### config.mk
export PLATFORM = sky130hd
export DESIGN_NAME = alu_logic_collect
export DESIGN_NICKNAME = d
export VERILOG_FILES = /design/src/rtl/alu_logic_collect.sv
export SDC_FILE = /design/constraint.sdc
export NUM_CORES = 1
export LEC_CHECK = 0
export ABC_AREA = 1
export CAP_MARGIN = 20
export CORE_UTILIZATION = 58
export CTS_BUF_LIST = sky130_fd_sc_hd__clkbuf_2 sky130_fd_sc_hd__clkbuf_4 sky130_fd_sc_hd__clkbuf_8
export DETAILED_ROUTE_END_ITERATION = 8
export PLACE_DENSITY = 0.83
export SLEW_MARGIN = 20
export SYNTH_ARGS = -nofsm -noshare
export SYNTH_HDL_FRONTEND = slang
export SYNTH_SLANG_ARGS = --single-unit
export TNS_END_PERCENT = 10
### constraint.sdc
create_clock -name clkpos -period 2.3 [get_ports clkpos]
set_input_delay 0.345 -clock clkpos [delete_from_list [all_inputs] [get_ports clkpos]]
set_output_delay 0.345 -clock clkpos [all_outputs]
set_load 0.02 [all_outputs]
### src/rtl/alu_logic_collect.sv
// Result-collection stage behind the adiabatic logic arrays: launches operands,
// tracks them through the fixed-latency pipeline and buffers results for writeback.
module alu_logic_collect #(
    parameter int WIDTH = 16,
    parameter int LAT   = 2,
    parameter int DEPTH = 4
) (
    input  logic                       clkpos,
    input  logic                       rst,
    input  logic                       issue_valid,
    output logic                       issue_ready,
    input  logic [WIDTH-1:0]           logic_out,
    output logic                       res_valid,
    input  logic                       res_ready,
    output logic [WIDTH-1:0]           res_data,
    output logic                       res_zero,
    output logic [$clog2(DEPTH+1)-1:0] res_count
);
    localparam int CW = $clog2(DEPTH+1);
    localparam int PW = (DEPTH > 1) ? $clog2(DEPTH) : 1;

    // Handshakes: a transfer happens on a rising edge where valid && ready are
    // both high; valid never depends on ready, and issue_ready comes from
    // registers only, so neither res_ready nor issue_valid reaches it.

    logic [LAT-1:0]   vld_pipe;
    logic [CW-1:0]    pending;
    logic [CW-1:0]    count;
    logic [PW-1:0]    wr_ptr;
    logic [PW-1:0]    rd_ptr;
    logic [WIDTH-1:0] mem [DEPTH];

    logic accept;
    logic capture;
    logic pop;

    assign issue_ready = (pending < CW'(DEPTH));
    assign accept      = issue_valid && issue_ready;
    assign capture     = vld_pipe[LAT-1];
    assign res_valid   = (count != '0);
    assign pop         = res_valid && res_ready;
    assign res_data    = res_valid ? mem[rd_ptr] : '0;
    assign res_zero    = res_valid && (res_data == '0);
    assign res_count   = count;

    // The logic array cannot stall, so only launch validity is tracked here.
    always_ff @(posedge clkpos or posedge rst) begin
        if (rst) begin
            vld_pipe <= '0;
        end else begin
            vld_pipe[0] <= accept;
            for (int i = 1; i < LAT; i++) begin
                vld_pipe[i] <= vld_pipe[i-1];
            end
        end
    end

    // Credits cover in-flight plus buffered results, which keeps the FIFO from overflowing.
    always_ff @(posedge clkpos or posedge rst) begin
        if (rst) begin
            pending <= '0;
        end else begin
            case ({accept, pop})
                2'b10:   pending <= pending + CW'(1);
                2'b01:   pending <= pending - CW'(1);
                default: pending <= pending;
            endcase
        end
    end

    always_ff @(posedge clkpos or posedge rst) begin
        if (rst) begin
            count  <= '0;
            wr_ptr <= '0;
            rd_ptr <= '0;
        end else begin
            case ({capture, pop})
                2'b10:   count <= count + CW'(1);
                2'b01:   count <= count - CW'(1);
                default: count <= count;
            endcase
            if (capture) begin
                wr_ptr <= (wr_ptr == PW'(DEPTH-1)) ? '0 : wr_ptr + PW'(1);
            end
            if (pop) begin
                rd_ptr <= (rd_ptr == PW'(DEPTH-1)) ? '0 : rd_ptr + PW'(1);
            end
        end
    end

    // Storage is deliberately left unreset; occupancy alone decides what is visible.
    always_ff @(posedge clkpos) begin
        if (capture) begin
            mem[wr_ptr] <= logic_out;
        end
    end

endmodule

; ---- Yosys cells after proc, flatten, opt, wreduce, memory -nomap -nowiden
; Memories as Yosys holds them, arrays and structs flattened.
; Cells that the tools add are included.
[totals]
register_bits = 12
ram_bits = 64
output_inout_bits = 22
mem_count = 1
[op_classes]
addsub = 6
n_lt_le_gt_ge = 1
eq_ne = 6
n_mux = 7
reduce_logical = 7
[memory_table]
columns = memory, words, width, read_ports, rd_ports_with_merged_regs, write_ports, line_no
row1 = mem, 4, 16, 1, 0, 1, 31  ; logic [WIDTH-1:0] mem [DEPTH];
[ops]
columns = operator, count
row1 = $logic_not A16 Y1, 1
row2 = $mux W16, 1
row3 = $pmux W3 S2, 2
row4 = $eq A2 B2 Y1 const B, 4
row5 = $add A3 B1 Y3 const B, 2
row6 = $sub A3 B1 Y3 const B, 2
row7 = $add A2 B1 Y2 const B, 2
row8 = $eq A2 B1 Y1 const B, 2
row9 = $mux W2, 2
row10 = $reduce_bool A2 Y1, 2
row11 = $logic_and A1 B1 Y1, 3
row12 = $lt A3 B3 Y1 const B, 1
row13 = $reduce_bool A3 Y1, 1
row14 = $mux W1, 2

; ---- Depth between registers and ports, before layout
[logic_depth]
depth_word = 4
ltp_mapped = 12

; ---- Worst setup path before layout
; Ideal clock, no wire load.
[synth_path]
path_type = register to register
start = register count[0] (netlist: res_count[0])
end = register count[2] (netlist: res_count[2])
setup_time_ps = 131
arrival_time_ps = 2093
required_time_ps = 2169
path_slack_ps = 76
path_stages_with_launch = 12
path_buffers = 1
period_less_slack_ps = 2224
cell_sequence = dfrtp_1 inv_1 nand3_2 buf_2 nand2_1 inv_1 ha_1 inv_1 fa_1 a21oi_1 o21ai_0 xor2_1
[synth_between]
elab_chain_len = 4
word_cells_on_any_way = 8
classes_between = 2 x add/sub / 2 x eq/ne / 1 x mux / 3 x reduce/logical
[synth_rtl]
columns = element, line_no
row1 = start: declaration, 28  ; logic [CW-1:0] count;
row2 = start signal: assignment, 78  ; 2'b10: count <= count + CW'(1);
row3 = start signal: assignment, 79  ; 2'b01: count <= count - CW'(1);
row4 = start signal: assignment, 80  ; default: count <= count;
row5 = $reduce_bool A3 Y1 (*), 40  ; assign res_valid = (count != '0);
row6 = via res_valid, 13  ; output logic res_valid,
row7 = $logic_and A1 B1 Y1 (*), 41  ; assign pop = res_valid && res_ready;
row8 = via pop, 35  ; logic pop;
row9 = $eq A2 B1 Y1 / $eq A2 B2 Y1 (equally long branches), 77  ; case ({capture, pop})
row10 = $pmux W3 S2 / $reduce_bool A2 Y1 (equally long branches), --
; Mark *: on every way through the listed nets, which the timed path passes. The rest lies on a longest branch.
; A chain may end at the register's enable or synchronous reset.

; ---- Worst setup path after layout
[layout_path]
start = register rd_ptr[0]
end = output port res_data[7]
[layout_between]
elab_chain_len = 2
[layout_rtl]
columns = element, line_no
row1 = start: declaration, 30  ; logic [PW-1:0] rd_ptr;
row2 = start signal: assignment, 86  ; rd_ptr <= (rd_ptr == PW'(DEPTH-1)) ? '0 : rd_ptr + PW'(1);
row3 = $mem_v2 Z4 W16, --
row4 = $mux W16, 42  ; assign res_data = res_valid ? mem[rd_ptr] : '0;
row5 = end: declaration, 15  ; output logic [WIDTH-1:0] res_data,
; Every way passes these cells.

==> flow_metrics.env <==
export IMPL_wl_per_cell_um=15.0
export IMPL_fin_crit_sh=0.960
export IMPL_clk_pin_slew_ps=80
export IMPL_grt_ovfl_total=0
export IMPL_htree_num_levels=3
export IMPL_routabilityCongestion=0.807
export IMPL_slowest_stage="dfrtp_1"
export IMPL_drtIter0Drc=216
export IMPL_diodes=0
export IMPL_synthDistinctLibCells=20
export IMPL_switching_share=0.403
export IMPL_synth_main_ff_cell="edfxtp_1"
export IMPL_initial_core_util=0.620
export IMPL_post_route_min_period_ps=2210
export IMPL_synth_edf_count=64
export IMPL_final_core_util=0.767
export IMPL_cts_made_buffers=9
export IMPL_syn_avg_cell_area_um2=9.91
export IMPL_run_status="completed"
export IMPL_track_usage=0.263
export IMPL_top_level_ports=42
export IMPL_worstSetupPathType="reg2out"
export IMPL_grt_pass1_wl_um=12000
export IMPL_finalHoldViolations=0
export IMPL_cts_sinks=76
export IMPL_clockBufferDepth=2
export IMPL_layout_drive_gt1_share=0.121
export IMPL_end_kind="primary output"
export IMPL_hpwlAfterDp_um=4970
export IMPL_finalPower_mw=5.89
export IMPL_seq_power_share=0.319
export IMPL_crit_top_cell="nand2_1"
export IMPL_slowest_delay_ps=400
export IMPL_worst_slack_ps=92.3
export IMPL_cp_start_kind="flop"
export IMPL_p_sw_mw=2.37
export IMPL_worstPathArrival_ps=1860
export IMPL_clock_root_buffer="clkbuf_8"
export IMPL_fp_row_count=27
export IMPL_syn_cell_area_um2=3520
export IMPL_wl_um=7510
export IMPL_p_per_area_nw_per_um2=1350
export IMPL_rsz0062_at_grt="false"
export IMPL_die_x_um=79.9
export IMPL_first_pass_iters=5
export IMPL_route_detailed_drc=0
export IMPL_slew_violations=0
export IMPL_fillers=378
export IMPL_tritoncts="built"
export IMPL_async_flop_share=0.158
export IMPL_max_slew_margin=0.662
export IMPL_core_um2=5680
export IMPL_antenna_found_initial=0
export IMPL_fin_tns_setup_ps=0
export IMPL_clockPowerShare=0.174
export IMPL_cp_required_ps=1960
export IMPL_fin_hold_ws_ps=339
export IMPL_worstMarginPinSlew_ps=507
export IMPL_netlist_instances=355
export IMPL_syn2layout_area_growth_pct=23.7
export IMPL_grt_pass1_vias=2655
export IMPL_grt_max_degree=34
export IMPL_hp_class="in2async"
export IMPL_die_area_um2=6380
export IMPL_ant_nets=0
export IMPL_via_per_inst=5.09
export IMPL_setup_viol=0
export IMPL_post_cts_buffers=0
export IMPL_p_int_mw=3.51
export IMPL_ys_seq_elements=76
export IMPL_yosysSeqAreaShare=0.632
export IMPL_path_cells="buf_6 -> buf_12 -> nand2_1 -> nand3_1 -> nand2_1 -> nand2_1 -> buf_4 -> inv_1 -> dlygate4sd2_1"
export IMPL_power_leakage_nw=2.14
export IMPL_fmaxAchievable_mhz=453
export IMPL_die_h_um=79.9
export IMPL_skew_ps=9.43
export IMPL_final_cell_mix="121 x nand2_1, 81 x inv_1, 64 x edfxtp_1, 29 x nand3_1, 26 x buf_4"
export IMPL_dr_total_vias=2557
export IMPL_port_buffers=41
export IMPL_yosysWarnings=0
export IMPL_synth_nets=384
export IMPL_pre_cts_ws_ps=3.81
export IMPL_power_frac_comb=0.507
export IMPL_clk_latency_ps=350
export IMPL_fin_nets=454
export IMPL_final_common_cell="nand2_1"
export IMPL_max_cap_violations=0
export IMPL_ir_drop_mv=0.749
export IMPL_cp_max_fo=8
logic make-up (layout without fill, tap and decap cells):
kind of cell    count (synthesis)  count (layout)  synth area share
xor+xnor                        4               4           0.00996
fa+ha+maj                       9               9            0.0363
simple gates                  160             160             0.184
buf+inv                        95             170             0.123
flops                          76              76             0.632
compound gates                 11              11            0.0157
flip-flops by register name (all words and copies together) (netlist names):
| name | flops |
|---|---|
| rd_ptr | 2 |
| pending | 3 |
| vld_pipe | 2 |
| mem | 64 |
| res_count | 3 |
| wr_ptr | 2 |
per-layer routing:
metal / routed length (µm) / global-route usage
met4: 177 / 0.143
met5: 0 / 0
met2: 4100 / 0.468
met3: 331 / 0.0457
met1: 2900 / 0.299
stage by stage:
| stage | instances | instance area (µm²) |
|---|---|---|
| final | 502 | 4350 |
| after global routing | 502 | 4350 |
| after CTS | 501 | 4330 |
| after detailed placement | 485 | 4150 |
| after global placement | 485 | 4150 |
| after floorplan | 355 | 3520 |
cell usage after synthesis (2+ instances only):
master	count	area share
xnor2_1	2	0.0050
nand2_1	121	0.13
inv_1	81	0.086
dfrtp_1	12	0.085
nand3_1	29	0.041
fa_1	2	0.011
o21ai_0	8	0.011
xor2_1	2	0.0050
buf_4	3	0.0064
nor2_1	8	0.0085
ha_1	7	0.025
a21oi_1	3	0.0043
buf_6	7	0.022
edfxtp_1	64	0.55
power by group through the flow:
stage	clock (mW)	sequential [mW]	combinational (mW)
6_report	1.03	1.88	2.98
5_1_grt	1.09	1.90	3.28
4_1_cts	1.03	1.87	2.94
3_5_place_dp	0	1.90	3.08
3_3_place_gp	0	1.89	2.99
2_1_floorplan	0	1.90	1.75
path summary, 6_finish.rpt:
| path | cells past startpoint | slack [ps] | startpoint | to |
|---|---|---|---|---|
| worst max-delay path | 9 | 90 | rd_ptr[0] | res_data[7] |
| worst min-delay path | 2 | 340 | rst | vld_pipe[0] |
| worst max register to register | 11 | 270 | res_count[1] | res_count[2] |
| worst min register to register | 0 | 360 | vld_pipe[0] | vld_pipe[1] |
| max in group asynchronous | 2 | 1610 | rst | res_count[2] |
| min in group clkpos | 0 | 360 | vld_pipe[0] | vld_pipe[1] |
worst max-delay path: cells and delay by family (launching register included):
family	cells	cell delay (ps)
DFF	1	400
and+or+nand+nor	4	320
buffers and inverters	5	800
layout make-up:
cell class,count,area (µm²),share of cell area
clock buffers,10,138,0.0316
well taps,72,90.1,0.0207
clock inverters,6,62.6,0.0144
flip-flops and latches,76,2220,0.511
repair inverters,1,8.76,0.00201
multi-input cells,184,866,0.199
repair buffers,70,638,0.147
inverters,83,327,0.0750
timing repair:
item	4_1_cts	5_1_grt
setup endpoints to repair	17	3
pin swaps	0	1
resized for setup	19	6
gates cloned	0	1
hold buffers	0	0
No activity file was read; power rests on OpenSTA's default activity.
==> RTL change (same flow settings) <==
Set the parameter `LAT` to 1 (it was 2).
--- a/src/rtl/alu_logic_collect.sv
+++ b/src/rtl/alu_logic_collect.sv
@@ -2,7 +2,7 @@
 // tracks them through the fixed-latency pipeline and buffers results for writeback.
 module alu_logic_collect #(
     parameter int WIDTH = 16,
-    parameter int LAT   = 2,
+    parameter int LAT   = 1,
     parameter int DEPTH = 4
 ) (
     input  logic                       clkpos,
Function: changed (Yosys sat finds a counterexample within 4 cycles, from zero or initial values and one cycle with rst high).
==> RTL change against the original RTL <==
Setup slack gained 0.0085 ns. Cell count shrank 1.8%. Routed wire length shrank 7.0%. Synthesized area shrank 0.71%. Combinational power shrank 6%. Core utilization shrank 0.81 points. Global-route usage shrank 1.0 points. Via count shrank 3.9%. Power shrank 2.6%. Register-to-register slack lost 0.05 ns. Sequential cell count shrank 1. Cell area shrank 1.6%. Critical path type unchanged. Critical endpoint is now res_data[6]. Largest cell class unchanged.
==> RTL change: results <==
[status]
outcome = "completed"

[logic_synthesis]
syn-num-nets = 383
synth_xor_area_share_pct = 1.00
syn_avg_cell_area_um2 = 9.86
synth_top_area_share_pct = 55.0
synth_area_leaders = "edfxtp_1, nand2_1, inv_1"
synth_edf_count = 64
seq_area_frac_synth_pct = 62.9
ys_ff_latch = 75
synth_compound_area_share_pct = 1.58
synth_adder_area_share_pct = 3.65
synth-async-reset-ratio_pct = 14.7
synthTopCellsByCount = "nand2_1, inv_1, edfxtp_1"

[drt]
drt_first_iter_violations = 168
vias_per_cell = 4.98
wl_per_cell_um = 14.2
firstDrtPassIters = 4

[placed_design]
placed_area_mm2 = 0.00405
hpwlAfterDp_um = 4540
place_inst = 474
gp_congestion = 0.788
dp_slack_ns = 0.0382

[final_layout]
clk_share_pct = 4.79
num-multi-input-gates = 184
fin_nets = 446
layout.nonclk_buf_share_pct = 13.9
syn2layout_area_growth_pct = 22.6
fin_cells = 493
multi_input_area_um2 = 863
drive_above_1_share_pct = 10.2
signal_buffers = 64
antenna_cells = 0
nFillCells = 373
inverters = 83
seq_area_mm2 = 0.00220

[timing]
finClkSkew_ns = 0.0109
slew_headroom_pct = 71.0
timing.hold.ws_ns = 0.294

[setup_path]
rrSetupSlack_ns = 0.22
critical_path_peak_fanout = 12
reg2reg_depth = 11

[grt]
grt.total_usage_pct = 25.3
met2_usage_pct = 44.6
grt_pass1_wl_um = 11400
use_met3_pct = 6.17
grt_use_met1_pct = 27.9
grt_pass1_vias = 2549

[pwr]
vdd_drop_max_uv = 1030
p_leak_nw = 2.09
RTL change: cell types whose count changed after synthesis:
cell / delta
dfrtp_1: -1
RTL change: report_power, final:
group	switching [W]	total, W	internal (W)
combinational	0.00169	0.00281	0.00112
clock	0.000469	0.00107	0.000597
sequential	0.000115	0.00186	0.00174
RTL change: how the worst max path moves through the flow:
stage              endpoint  slack, ns          from
6_report        res_data[6]       0.10     rd_ptr[0]
5_1_grt            res_zero      -0.02     rd_ptr[0]
4_1_cts            res_zero      -0.02     rd_ptr[0]
3_5_place_dp       res_zero       0.04     rd_ptr[0]
3_3_place_gp       res_zero       0.08     rd_ptr[0]
2_1_floorplan  res_count[2]       0.08  res_count[0]
RTL change: routing by layer:
layer / vias to the layer above / routed length, um
li1: 1213 / -
met1: 1140 / 2770
met2: 86 / 3630
met3: 17 / 425
met4: 0 / 164
met5: - / 0
RTL change: what timing repair did:
item | 4_1_cts | 5_1_grt
cloned | 0 | 0
gates resized for setup | 19 | 11
setup buffers | 0 | 4
endpoints found under the setup margin | 16 | 6
